$ cat config.mk
export PLATFORM = sky130hd
export DESIGN_NAME = mem_bus_arbiter
export DESIGN_NICKNAME = d
export VERILOG_FILES = /design/src/rtl/mem_bus_arbiter_pkg.sv /design/src/rtl/mem_bus_arbiter.sv
export SDC_FILE = /design/constraint.sdc
export NUM_CORES = 1
export LEC_CHECK = 0
export CAP_MARGIN = 20
export CORE_AREA = 2 2 109 111
export DETAILED_ROUTE_END_ITERATION = 6
export DIE_AREA = 0 0 111 113
export PLACE_DENSITY = 0.81
export SETUP_SLACK_MARGIN = 0.15
export SKIP_CTS_REPAIR_TIMING = 1
export SLEW_MARGIN = 20
export SYNTH_ARGS = -nofsm -noshare
export SYNTH_HDL_FRONTEND = slang
export SYNTH_SLANG_ARGS = --single-unit
export TNS_END_PERCENT = 5
$ cat constraint.sdc
create_clock -name clk -period 2.6 [get_ports clk]
set_input_delay 0.52 -clock clk [delete_from_list [all_inputs] [get_ports clk]]
set_output_delay 0.52 -clock clk [all_outputs]
set_load 0.1 [all_outputs]
$ cat src/rtl/mem_bus_arbiter_pkg.sv
// Shared types and constants for the I/D memory bus arbiter.
// Holds the FSM encoding, owner type, bus command layout and the grant rule.
package mem_bus_arbiter_pkg;

  typedef logic [1:0] arb_state_t;
  localparam arb_state_t ST_IDLE = 2'd0;
  localparam arb_state_t ST_ADDR = 2'd1;
  localparam arb_state_t ST_DATA = 2'd2;

  typedef enum logic {
    OWN_I = 1'b0,
    OWN_D = 1'b1
  } arb_owner_t;

  localparam logic [1:0] SIZE_BYTE = 2'd0;
  localparam logic [1:0] SIZE_HALF = 2'd1;
  localparam logic [1:0] SIZE_WORD = 2'd2;

  localparam int BUS_ADDR_W = 32;
  localparam int BUS_DATA_W = 32;

  typedef struct packed {
    logic                  req;
    logic                  wr;
    logic [1:0]            size;
    logic [BUS_ADDR_W-1:0] addr;
    logic [BUS_DATA_W-1:0] wdata;
    logic [3:0]            wstrb;
  } bus_cmd_t;

  // Once anything has completed, a contested grant alternates away from the last owner.
  function automatic logic pick_d(input logic want_i, input logic want_d,
                                  input logic served, input logic last_d,
                                  input logic d_priority);
    logic grant;
    if (want_i && want_d) begin
      if (served) begin
        grant = ~last_d;
      end else begin
        grant = d_priority;
      end
    end else begin
      grant = want_d;
    end
    return grant;
  endfunction

endpackage

$ cat src/rtl/mem_bus_arbiter.sv
// Shares one SRAM-like bus between instruction fetch and data access, one
// transaction at a time, with stall generation and flush draining.
module mem_bus_arbiter
  import mem_bus_arbiter_pkg::*;
#(
  parameter int ADDR_W     = 32,
  parameter int DATA_W     = 32,
  parameter bit D_PRIORITY = 1'b1
) (
  input  logic              clk,
  input  logic              reset,
  input  logic              i_req,
  input  logic [ADDR_W-1:0] i_addr,
  input  logic              i_flush,
  output logic [DATA_W-1:0] i_rdata,
  output logic              i_stall,
  input  logic              d_req,
  input  logic              d_wr,
  input  logic [1:0]        d_size,
  input  logic [ADDR_W-1:0] d_addr,
  input  logic [DATA_W-1:0] d_wdata,
  input  logic [3:0]        d_wstrb,
  output logic [DATA_W-1:0] d_rdata,
  output logic              d_stall,
  output logic              bus_req,
  output logic              bus_wr,
  output logic [1:0]        bus_size,
  output logic [ADDR_W-1:0] bus_addr,
  output logic [DATA_W-1:0] bus_wdata,
  output logic [3:0]        bus_wstrb,
  input  logic              bus_addr_ok,
  input  logic              bus_data_ok,
  input  logic [DATA_W-1:0] bus_rdata
);

  arb_state_t state;
  arb_owner_t owner;
  logic       discard;
  logic       served;
  logic       grant_d;
  logic       data_done;
  logic       i_done;
  logic       d_done;

  // Grant decision and completion/stall decode.
  always_comb begin
    grant_d   = pick_d(i_req, d_req, served, owner == OWN_D, D_PRIORITY);
    data_done = (state == ST_DATA) && bus_data_ok;
    i_done    = data_done && (owner == OWN_I) && !discard;
    d_done    = data_done && (owner == OWN_D);
    // A flush releases the fetch stage at once; the bus side drains separately.
    i_stall   = i_req && !i_flush && !i_done;
    d_stall   = d_req && !d_done;
    i_rdata   = bus_rdata;
    d_rdata   = bus_rdata;
  end

  // Transaction FSM with registered bus address-phase outputs.
  always_ff @(posedge clk or negedge reset) begin
    if (!reset) begin
      state     <= ST_IDLE;
      owner     <= OWN_I;
      served    <= 1'b0;
      bus_req   <= 1'b0;
      bus_wr    <= 1'b0;
      bus_size  <= SIZE_BYTE;
      bus_addr  <= {ADDR_W{1'b0}};
      bus_wdata <= {DATA_W{1'b0}};
      bus_wstrb <= 4'b0000;
    end else begin
      case (state)
        ST_IDLE: begin
          if (i_req || d_req) begin
            state   <= ST_ADDR;
            bus_req <= 1'b1;
            if (grant_d) begin
              owner     <= OWN_D;
              bus_wr    <= d_wr;
              bus_size  <= d_size;
              bus_addr  <= d_addr;
              bus_wdata <= d_wdata;
              bus_wstrb <= d_wstrb;
            end else begin
              owner     <= OWN_I;
              bus_wr    <= 1'b0;
              bus_size  <= SIZE_WORD;
              bus_addr  <= i_addr;
              bus_wdata <= {DATA_W{1'b0}};
              bus_wstrb <= 4'b0000;
            end
          end
        end
        ST_ADDR: begin
          if (bus_addr_ok) begin
            state   <= ST_DATA;
            bus_req <= 1'b0;
          end
        end
        ST_DATA: begin
          if (bus_data_ok) begin
            state  <= ST_IDLE;
            served <= 1'b1;
          end
        end
        default: begin
          state   <= ST_IDLE;
          bus_req <= 1'b0;
        end
      endcase
    end
  end

  // Marks an in-flight fetch whose returning data must be dropped.
  always_ff @(posedge clk or negedge reset) begin
    if (!reset) begin
      discard <= 1'b0;
    end else if ((state == ST_IDLE) || data_done) begin
      discard <= 1'b0;
    end else if (i_flush && (owner == OWN_I)) begin
      discard <= 1'b1;
    end else begin
      discard <= discard;
    end
  end

endmodule

* After elaboration in Yosys (flattened, before gate mapping)
Index checks and enable logic that the tools add are counted.
** Storage, ports and cells
- Bits in registers :: 77
- Output and inout bits :: 138
- Logic and storage cells :: 55
** Cells by class
- Equality and inequality tests :: 5
- Multiplexer cells :: 17
- Bitwise operators :: 2
- Reductions and logical operators :: 21
** Operators by type and width (number)
- 32-bit 2-to-1 mux :: 2
- 1-bit logical AND :: 9
- 1-bit 2-to-1 mux :: 8
- 2-bit 2-to-1 mux :: 4
- 2-bit inequality test (second input constant) :: 3
- 2-bit one-hot mux with 3 select lines :: 1
- 3-bit AND reduction :: 2
- 1-bit logical NOT :: 4
- 4-bit 2-to-1 mux :: 1
- 2-bit AND reduction :: 2
- 1-bit one-hot mux with 3 select lines :: 1
- 2-bit by 1-bit == test with 1-bit output (second input constant) :: 1
- 2-bit == test (second input constant) :: 1
- 2-bit logical NOT :: 1
- 1-bit logical OR :: 2
- 1-bit inverter :: 2
- 2-bit nonzero test :: 1

* Logic depth before layout (Yosys ltp)
- Word-level depth :: 6
- Mapped depth :: 7
- Mapped depth without buffers :: 3

* Worst setup path after synthesis
No wires, ideal clock.
- Path type :: input-to-output
- Start :: in bus_data_ok
- End :: out i_stall
- Arrival time :: 2873 ps
- Setup slack :: -793 ps
- Stages :: 3
- Path buffers :: 0
- Path through :: nand3b_1 nor3_1 nor3b_1
** Between the ends
- Longest elaborated chain between the ends :: 5
** RTL lines
- from (decl) :: line mem_bus_arbiter.sv:32 : input logic bus_data_ok,
- 1-bit logical AND :: line mem_bus_arbiter.sv:48 : data_done = (state == ST_DATA) && bus_data_ok;
- 1-bit logical AND (2 in series) :: line mem_bus_arbiter.sv:49 : i_done = data_done && (owner == OWN_I) && !discard;
- 1-bit logical NOT :: line mem_bus_arbiter.sv:52 : i_stall = i_req && !i_flush && !i_done;
- 1-bit logical AND :: line mem_bus_arbiter.sv:52
- to (decl) :: line mem_bus_arbiter.sv:16 : output logic i_stall,
Every way passes these cells.

* Final worst setup path
Same ends and word-level chain as after synthesis.

==> results by group <==
Die
  – Ports: 280
  – Die Y: 113 µm
  – # rows: 39
  – Die area: 0.01254 mm²
  – Die width: 111 µm
  – Initial Utilization: 35.61%
  – Core ar.: 0.01127 mm²

Cells and area
  – Filler cell count in the final layout: 992
  – Final nets: 618
  – Most common cell after layout, fill and taps aside: clkdlybuf4s50_1
  – Area growth syn-to-layout: 39.78%
  – ANT cells: 0
  – Commonest non-fill, non-tap cells in the layout: 108 x clkdlybuf4s50_1, 83 x buf_4, 77 x dfrtp_1, 38 x a22o_1
  – Ratio of cells with drive above 1 in the final layout: 28.27%

Clock network
  – TritonCTS clock tree: done
  – CTS root buf: clkbuf_16
  – Sink Count: 77
  – Clock Path Buffers: 2
  – H-tree Lvls: 3
  – Clk Latency, worst-skew pair: 340 ps
  – TritonCTS Buffers: 9
  – Clock slew at reported path FFs: 60 ps

Setup path
  – Peak fanout along the critical path: 3
  – Setup crit start kind: input pin
  – Setup crit start: bus_data_ok
  – CP Cell Sequence: clkdlybuf4s50_1 -> nand3b_1 -> nor3_1 -> nor3b_2 -> buf_12
  – Crit-path slowest cell: clkdlybuf4s50_1
  – Crit path kind: in -> out
  – R2r setup slk: 1120 ps
  – Critical path's largest stage delay: 490 ps
  – CP endpoint kind: primary output
  – Required time at the worst-slack endpoint: 2080 ps
  – CP arrival: 1670 ps
  – R2r startpoint: state[0]

GRT
  – Global-route wire length before repair: 17750 µm
  – Gr usage total: 17.76%
  – Vias in the first global route: 3452
  – Grt ovf: 0
  – Largest net degree at the start of global routing: 46
  – Initial antenna violation count: 0

Yosys
  – Syn nets: 510
  – Avg Inst Size Synth: 10.91 µm²
  – Synth cell types: 27
  – Post-synthesis cell area: 0.004014 mm²
  – Area contributors post-synth: dfrtp_1 48%, buf_4 12%, o221ai_2 11%
  – Post-synth top area share: 48.00%
  – Synth async-reset ratio: 100.0%
  – Multiplexer area fraction after synthesis: 0%
  – Synth Warn #: 0
  – Synth Area in Compound Gates: 20.82%
  – Largest family of logic cells by synthesized area: compound AO/OA/AOI/OAI gates
  – EDFF count, synth: 0
  – Post-Synth Simple-Gate Area: 11.47%
  – XOR/XNOR share of the synthesized area: 0%
  – Area share of fa/ha/maj cells after synthesis: 0%
  – Sequential share of the synthesized area: 48.00%
  – Yosys reg bits: 77
  – Most used DFF post-synth: dfrtp_1
  – Syn Inst Count: 368
  – Area leader, netlist: dfrtp_1

Drt
  – Drt wl/cell: 18.08 µm
  – DR vias/cell: 5.277
  – Top layer in use: met4
  – # DRC: 0
  – Pre-antenna DRT Iters: 4
  – Antenna-violating nets left: 0
  – DRT met1 WL: 4361 µm
  – Wire length on met2: 5875 µm
  – Initial DRC Count: 204
  – Routed vias: 3293
  – Total Routed Length: 11280 µm
  – Met3 WL: 738 µm

Timing
  – Worst slew margin: 63.14%
  – Tcrit/Tclk final: 84.09%
  – Unrepaired setup endpoints after global routing: false
  – Total negative slack: 0 ps
  – Fmax: 0.4574 GHz
  – Final worst setup slack: 413.6 ps
  – Final hold vios: 0
  – Final setup fails: 0
  – Final Slew Violations: 0
  – Skew final: 6.379 ps
  – Minimum clock period: 2186 ps
  – Worst-Margin Slew: 552.9 ps

Flow run
  – Max-capacitance violation count: 0

Placed design
  – PortBufs: 183
  – Dpl hpwl: 8313 µm
  – Placer Congestion: 0.7788
  – Post-place setup slack: 240.4 ps

Status
  – Status: finished, final reports clean

Worst hold path
  – Tightest Hold Check Type: in -> async
==> state kept, by name, indices dropped and copies added, names as in the netlist, 2 cells and up <==
| signal | count |
|---|---|
| bus_size | 2 |
| bus_wdata | 32 |
| bus_wstrb | 4 |
| bus_addr | 32 |
| state | 2 |
==> Yosys cell counts (2+ instances only) <==
master and number:
o221ai_1 3, inv_1 34, a21oi_1 2, buf_4 65
dfrtp_1 77, nand3_1 34, o221ai_2 29, nand3b_1 2
a22o_1 38, nand4_1 32, nand2b_1 2, nor2_1 2
clkbuf_1 16, nand2_1 4, buf_2 11, o21ai_0 2
buf_6 5
==> through the flow <==
stage | hold WS, ps | instances | util, % | cell area [µm²]
floorplan | 224.4 | 368 | - | 4019
global placement | 457.6 | 608 | 47.26 | 5328
detailed placement | 467.8 | 608 | 47.26 | 5328
CTS | 146.9 | 624 | 49.77 | 5610
global route | 153.7 | 624 | 49.77 | 5610
finish | 123.3 | 624 | 49.77 | 5610
==> final cells by class <==
class | instances | area (µm²) | area share, %
clock inverters | 7 | 57.56 | 1.026
well taps | 143 | 178.9 | 3.189
clock buffers | 9 | 225.2 | 4.014
multi-input cells | 159 | 1310 | 23.35
repair buffers | 195 | 1784 | 31.80
flip-flops and latches | 77 | 1927 | 34.34
inverters | 34 | 127.6 | 2.275
==> metal layers <==
layer,vias up,track usage [%]
li1,1491,-
met1,1605,20.23
met2,161,31.08
met3,36,4.767
met4,0,8.583
met5,-,0
==> worst paths after layout <==
check / end / cells past startpoint
setup / recovery: i_stall / 5
hold / removal: bus_addr[24] / 1
setup reg to reg: bus_addr[1] / 3
hold reg to reg: served / 1
max in group asynchronous: bus_addr[16] / 2
min in group clk: served / 1
==> logic make-up (layout without fill, tap and decap cells) <==
kind of cell           Yosys count  after routing
and+or+nand+nor                 82             82
AOI/OAI and AO/OA               77             77
DFF                             77             77
buffers and inverters          132            245
==> worst max-delay path, delay by kind of cell <==
kind	cells	cell delay, ps
and+or+nand+nor	3	480
buffers and inverters	2	660
Power is not shown: default switching activity piles up to over one toggle a cycle in this logic, so the estimate is an artifact.
